===== src/rtl/horner_seq_ctrl.sv =====
// horner_seq_ctrl: timing sequencer for the multi-channel Horner polynomial datapath
module horner_seq_ctrl #(
    parameter int N_CH       = 32,
    parameter int GROUP      = 16,
    parameter int ORDER      = 10,
    parameter int ITER_DLY   = 16,
    parameter int PIPE_DLY   = 21,
    parameter int RESTART_EN = 1,
    localparam int CW = ORDER > 0 ? $clog2(ORDER + 1) : 1,
    localparam int SW = N_CH > 1 ? $clog2(N_CH) : 1
) (
    input  logic            clk,
    input  logic            GlobalReset,
    input  logic            srdyi,
    output logic [CW-1:0]   coeff_sel,
    output logic            sum_rst,
    output logic            sum_en,
    output logic [SW-1:0]   channel_select,
    output logic [N_CH-1:0] enableRegControl,
    output logic            busy,
    output logic            overrun,
    output logic            srdyo
);
    localparam int NPASS = N_CH / GROUP;
    localparam int PW    = NPASS > 1 ? $clog2(NPASS) : 1;
    localparam int LW    = ITER_DLY > 1 ? $clog2(ITER_DLY) : 1;
    localparam int TMAX  = PIPE_DLY > GROUP ? PIPE_DLY : GROUP;
    localparam int TW    = TMAX > 1 ? $clog2(TMAX) : 1;

    typedef enum logic [2:0] {IDLE, EVAL, WAIT, WB, DONE} state_t;

    state_t          state_q, state_d;
    logic [PW-1:0]   p_q, p_d;
    logic [CW-1:0]   k_q, k_d;
    logic [LW-1:0]   lane_q, lane_d;
    logic [TW-1:0]   t_q, t_d;
    logic            ovr_q, ovr_d;
    logic [CW-1:0]   cs_hold_q, cs_hold_d;
    logic [SW-1:0]   ch_hold_q, ch_hold_d;
    logic [CW-1:0]   coeff_now;
    logic [SW-1:0]   chan_now;
    logic [SW-1:0]   wr_idx;
    logic            lane_last;

    always_ff @(posedge clk) begin
        if (GlobalReset) begin
            state_q   <= IDLE;
            p_q       <= '0;
            k_q       <= '0;
            lane_q    <= '0;
            t_q       <= '0;
            ovr_q     <= 1'b0;
            cs_hold_q <= '0;
            ch_hold_q <= '0;
        end else begin
            state_q   <= state_d;
            p_q       <= p_d;
            k_q       <= k_d;
            lane_q    <= lane_d;
            t_q       <= t_d;
            ovr_q     <= ovr_d;
            cs_hold_q <= cs_hold_d;
            ch_hold_q <= ch_hold_d;
        end
    end

    // Step k and lane are kept as separate counters so no divider is needed.
    always_comb begin
        coeff_now = CW'(ORDER) - k_q;
        chan_now  = SW'(int'(p_q) * GROUP + ((int'(lane_q) < GROUP) ? int'(lane_q) : GROUP - 1));
        wr_idx    = SW'(int'(p_q) * GROUP + int'(t_q));
        lane_last = lane_q == LW'(ITER_DLY - 1);
        state_d   = state_q;
        p_d       = p_q;
        k_d       = k_q;
        lane_d    = lane_q;
        t_d       = t_q;
        ovr_d     = 1'b0;
        case (state_q)
            EVAL: begin
                lane_d = lane_last ? '0 : lane_q + LW'(1);
                if (lane_last && k_q == CW'(ORDER)) begin
                    state_d = PIPE_DLY == 0 ? WB : WAIT;
                    t_d     = '0;
                end else if (lane_last) begin
                    k_d = k_q + CW'(1);
                end
            end
            WAIT: begin
                state_d = t_q == TW'(PIPE_DLY - 1) ? WB : WAIT;
                t_d     = t_q == TW'(PIPE_DLY - 1) ? '0 : t_q + TW'(1);
            end
            WB: begin
                t_d = t_q + TW'(1);
                if (t_q == TW'(GROUP - 1)) begin
                    state_d = p_q == PW'(NPASS - 1) ? DONE : EVAL;
                    p_d     = p_q == PW'(NPASS - 1) ? p_q : p_q + PW'(1);
                    k_d     = '0;
                    lane_d  = '0;
                    t_d     = '0;
                end
            end
            DONE:    state_d = IDLE;
            default: state_d = state_q;
        endcase
        // A start while busy either restarts from pass 0 or is dropped and flagged.
        if (srdyi && (state_q == IDLE || RESTART_EN != 0)) begin
            state_d = EVAL;
            p_d     = '0;
            k_d     = '0;
            lane_d  = '0;
            t_d     = '0;
        end else if (srdyi) begin
            ovr_d = 1'b1;
        end
        cs_hold_d = state_q == EVAL ? coeff_now : cs_hold_q;
        ch_hold_d = state_q == EVAL ? chan_now : ch_hold_q;
    end

    assign coeff_sel        = state_q == EVAL ? coeff_now : cs_hold_q;
    assign channel_select   = state_q == EVAL ? chan_now : ch_hold_q;
    assign sum_rst          = state_q == EVAL && k_q == '0 && lane_q == '0;
    assign sum_en           = state_q == EVAL && k_q != '0;
    assign enableRegControl = state_q == WB ? N_CH'(1) << wr_idx : '0;
    assign busy             = state_q != IDLE;
    assign overrun          = ovr_q;
    assign srdyo            = state_q == DONE;
endmodule


===== config.mk =====
export PLATFORM = sky130hd
export DESIGN_NAME = horner_seq_ctrl
export DESIGN_NICKNAME = d
export VERILOG_FILES = /design/src/rtl/horner_seq_ctrl.sv
export SDC_FILE = /design/constraint.sdc
export NUM_CORES = 1
export LEC_CHECK = 0
export CORE_UTILIZATION = 30
export DETAILED_ROUTE_END_ITERATION = 6
export DONT_BUFFER_PORTS = 1
export GPL_TIMING_DRIVEN = 0
export PLACE_DENSITY_LB_ADDON = 0.1
export SLEW_MARGIN = 5
export SYNTH_ARGS = -nofsm -noshare
export SYNTH_HDL_FRONTEND = slang
export SYNTH_SLANG_ARGS = --single-unit

===== constraint.sdc =====
create_clock -name clk -period 2.7 [get_ports clk]
set_input_delay 0.27 -clock clk [delete_from_list [all_inputs] [get_ports clk]]
set_output_delay 0.27 -clock clk [all_outputs]
set_load 0.02 [all_outputs]

* After elaboration in Yosys (flattened, before gate mapping)
Index checks and enable logic that the tools add are counted.
Storage, ports and cells: flip-flop bits (word level) 26, input bits 3, output and inout bits 46, word-level logic and storage cells 69
Operators by class: $add $sub $neg 7, equal/unequal tests 14, shift operators 1, multiplexer cells 20, reduce and logical (&&, ||, !) cells 19
Operator list (number):
- two-way mux 32 bit | 1
- << shifter 1 x 5 -> 32 bit (first input constant) | 1
- two-way mux 4 bit | 5
- two-way mux 5 bit | 4
- case mux 4 bit (2 select lines) | 2
- case mux 5 bit (3 select lines) | 1
- case mux 3 bit (4 select lines) | 1
- two-way mux 3 bit | 3
- adder 4 x 1 -> 4 bit (second input constant) | 2
- equality test 4 bit (second input constant) | 2
- zero test 4 bit | 2
- != test 2 bit (second input constant) | 4
- nonzero test 4 bit | 2
- equality test 3 x 2 -> 1 bit (second input constant) | 2
- != test 3 bit (second input constant) | 2
- AND reduction 2 bit | 3
- AND reduction 3 bit | 2
- nonzero test 3 bit | 2
- adder 5 x 1 -> 5 bit (second input constant) | 1
- adder 5 x 4 -> 5 bit | 1
- adder 5 bit | 1
- equality test 5 x 4 -> 1 bit (second input constant) | 1
- equality test 5 bit (second input constant) | 1
- nonzero test 5 bit | 1
- other kinds (9) | 14

* Longest topological paths before layout
depth after elaboration 5, gate-level depth with buffers 8, mapped depth without buffers 8

* Worst setup path after synthesis
No wires, ideal clock.
path kind register -> register, from register t_q[3], to register k_q[3], setup time 0.070 ns, arrival time 1.815 ns, required time 2.630 ns, path slack 0.815 ns, cell stages (with the launch flop) 9, period minus slack after synthesis 1.885 ns, cells stage by stage dfxtp_1 > clkbuf_1 > nand3_1 > inv_1 > ha_1 > nand2b_1 > o211ai_4 > or4_1 > a21oi_1
On the way: cells in the longest elaborated chain, start to end 3
RTL lines:
- start: declaration | RTL line 36 | logic [TW-1:0] t_q, t_d;
- start signal: assignment | RTL line 60 | t_q <= t_d;
- equality test 5 x 4 -> 1 bit | RTL line 95 | if (t_q == TW'(GROUP - 1)) begin
- != test 2 bit (no source line)
- AND reduction 4 bit (no source line)
- end signal: assignment | RTL line 58 | k_q <= k_d;
- end: declaration | RTL line 34 | logic [CW-1:0] k_q, k_d;
No other way between the ends. A chain may end at the register's enable or synchronous reset.

* Final worst setup path
from register state_q[0], to output port enableRegControl[0]
On the way: cells in the longest elaborated chain, start to end 2
RTL lines:
- start: declaration | RTL line 32 | state_t state_q, state_d;
- start signal: assignment | RTL line 56 | state_q <= state_d;
- equality test 3 x 2 -> 1 bit | RTL line 124 | assign enableRegControl = state_q == WB ? N_CH'(1) << wr_idx : '0;
- two-way mux 32 bit | RTL line 124
- end: declaration | RTL line 19 | output logic [N_CH-1:0] enableRegControl,
No other way between the ends.

==> flow_metrics.tcl <==
set metrics [dict create \
    finClkSkew_ns 0.0103 \
    async_reset_ff_share_pct 0 \
    finalCritPeriodShare_pct 81.5 \
    core_um2 5510 \
    detail-route-antenna-nets 0 \
    clock.fmax_ghz 0.455 \
    p_per_area_nw_per_um2 420 \
    root_buffer "clkbuf_8" \
    synth_nets 244 \
    fin_util_pct 34.2 \
    dp.final_hpwl_um 3060 \
    cts_setup_buffers 0 \
    yosysUniqueCellTypes 50 \
    placedCellCount 300 \
    outcome "finished clean" \
    num_rows 27 \
    remaining_drc_errors 0 \
    cts.clk_slew.worst_paths_ns 0.09 \
    placed_area_um2 1810 \
    required_ns 2.43 \
    wire_per_inst_um 13.5 \
    die_w_um 77.8 \
    io_buffers 0 \
    yosysWarnings 0 \
    worst_pin_slew_ns 0.741 \
    grt.total_usage_pct 14.6 \
    vias 1459 \
    grt_pass1_wl_um 7020 \
    finalInstanceArea_um2 1890 \
    netlist_area_um2 1720 \
    htree_num_levels 1 \
    maxCapViolations 0 \
    synth-edff-count 0 \
    p_leak_nw 0.698 \
    worst-r2r-cell-count 8 \
    hold_class "input port to flop" \
    drtIter0Drc 62 \
    pre_cts_slack_ns 0.541 \
    r2r_end "k_q[3]$_SDFFE_PP0P_" \
    setup_viol 0 \
    crit_type "flop to output port" \
    initial_core_util_pct 31.3 \
    syn_inst 228 \
    hold_ws_ns 0.303 \
    period_minus_slack_ns 2.20 \
    globalplace.congestion 0.751 \
    crit_fanout 10 \
    cp-end-kind "output port" \
    nets 249 \
    ioPinCount 49 \
    dieArea_um2 6050 \
    maxSlewViolCount 0 \
    rrSetupSlack_ns 0.52 \
    synth_seq_cells 26 \
    cts_resized 0 \
    fillerInstances 598 \
    multi_input_area_um2 1070 \
    cts_tree "done" \
    diodes 0 \
    insertion_delay_ns 0.27 \
    cts_num_sinks 26 \
    viasPerCell 4.80 \
    max-vdd-ir-drop_mv 0.173 \
    synth.avg_cell_area_um2 7.56 \
    die_y_um 77.8 \
    cts-hold-fix-buffers 0 \
    grt_max_degree 16 \
    setup-tns-final_ns 0 \
    wl_um 4100 \
    yosys_most_used_dff "dfxtp_1" \
    rsz0062_at_grt "no" \
    yosysSeqAreaShare_pct 30.2 \
    grt-ovfl-total 0 \
    grt_pass1_vias 1393 \
    fin_ws_ns 0.500 \
    first_pass_iters 4 \
    instances_no_fill 304 \
    crit_arrival_ns 1.93 \
    register_area_um2 520 \
    holdPathEnd "state_q[0]$_SDFFE_PP0P_" \
    min_from "srdyi" \
    area_growth_pct 9.36 \
    clk_path_buf_depth 2 \
    hold_viol_final 0 \
    p_total_uw 792 \
    whs_path_depth 2 \
    drive_gt1_share_pct 7.76 \
    numCtsBuffers 3 \
    slew_headroom_pct 50.1 \
    r2r-start "t_q[3]$_SDFFE_PP0P_" \
    antenna_found_initial 0 \
    worstSetupStartpointType "flop" \
]
report_power, final:
| part | leakage (nW) | total (mW) | switching, mW | internal, mW |
|---|---|---|---|---|
| clock | 0.0357 | 0.328 | 0.130 | 0.198 |
| sequential | 0.210 | 0.393 | 0.00383 | 0.389 |
| combinational | 0.452 | 0.0712 | 0.0472 | 0.0240 |
| total | 0.698 | 0.792 | 0.181 | 0.611 |
layout by cell type (no fill, tap or decap), types with 2 or more instances in the layout:
| master | synthesis | routed |
|---|---|---|
| o21ai_1 | 7 | 7 |
| and3_1 | 5 | 5 |
| or3_1 | 3 | 3 |
| ha_1 | 13 | 13 |
| inv_1 | 12 | 12 |
| clkbuf_8 | 0 | 3 |
| xnor2_1 | 4 | 4 |
| o31ai_1 | 2 | 2 |
| a21oi_1 | 12 | 12 |
| nor2_1 | 39 | 39 |
| buf_6 | 4 | 4 |
| nor2b_1 | 9 | 9 |
| nand2_1 | 32 | 32 |
| nand3_1 | 7 | 7 |
| clkbuf_1 | 6 | 6 |
| and2_1 | 2 | 2 |
| xor2_1 | 2 | 2 |
| nand2b_1 | 2 | 2 |
| dfxtp_1 | 26 | 26 |
| nor3b_1 | 3 | 3 |
| o21ai_0 | 5 | 5 |
| nand4b_1 | 2 | 2 |
| a22o_1 | 3 | 3 |
cell type report:
class / count / area share, %
tap: 72 / 4.78
clock inverter: 1 / 1.59
inverter: 12 / 2.39
clock buffer: 3 / 2.19
sequential: 26 / 27.6
buffer: 13 / 4.45
multi-input combinational: 177 / 57.0
sequential cells by signal (all words and copies together) (netlist names):
signal and flops:
state_q 3, p_q 1, k_q 4, lane_q 4, ch_hold_q 5, cs_hold_q 4, t_q 5
worst max-delay path, cell delays in order, from the launching register on:
cell      delay (ns)
dfxtp_1         0.38
buf_2           0.22
nand3b_1        0.22
nor2_1          0.34
nand2_1         0.16
nor2_1          0.33
synth_stat cells, types with 5 or more instances:
library cell / count / area (um^2)
nor2_1: 39 / 146
nand2_1: 32 / 120
dfxtp_1: 26 / 521
ha_1: 13 / 163
a21oi_1: 12 / 60.1
inv_1: 12 / 45.0
nor2b_1: 9 / 56.3
nand3_1: 7 / 35.0
o21ai_1: 7 / 35.0
clkbuf_1: 6 / 22.5
and3_1: 5 / 31.3
o21ai_0: 5 / 25.0
per-layer routing:
metal  part of all wire (%)  global-route usage [%]  vias to the layer above
met3                    4.7                    2.47                        2
li1                       -                       -                      773
met4                   0.66                    3.40                        0
met2                     40                    21.2                       31
met1                     54                    22.0                      653
met5                      0                       0                        -
worst max-delay path by stage:
stage,from,end,slack (ns)
after floorplan,t_q[3]$_SDFFE_PP0P_,k_q[3]$_SDFFE_PP0P_,0.81
after global placement,t_q[3]$_SDFFE_PP0P_,k_q[3]$_SDFFE_PP0P_,0.53
after CTS,state_q[0]$_SDFFE_PP0P_,enableRegControl[13],0.49
after detailed placement,t_q[3]$_SDFFE_PP0P_,k_q[3]$_SDFFE_PP0P_,0.54
final,state_q[0]$_SDFFE_PP0P_,enableRegControl[0],0.50
after global routing,t_q[3]$_SDFFE_PP0P_,k_q[2]$_SDFFE_PP0P_,0.28
kinds of logic after synthesis:
group / synth area share, %
DFF: 30.2
muxes: 0.653
and+or+nand+nor: 33.3
other: 0.217
adders and majority gates: 9.43
buffers and inverters: 7.47
xor gates and xnor gates: 3.05
AOI/OAI and AO/OA: 15.7
No activity file was read; power rests on OpenSTA's default activity.
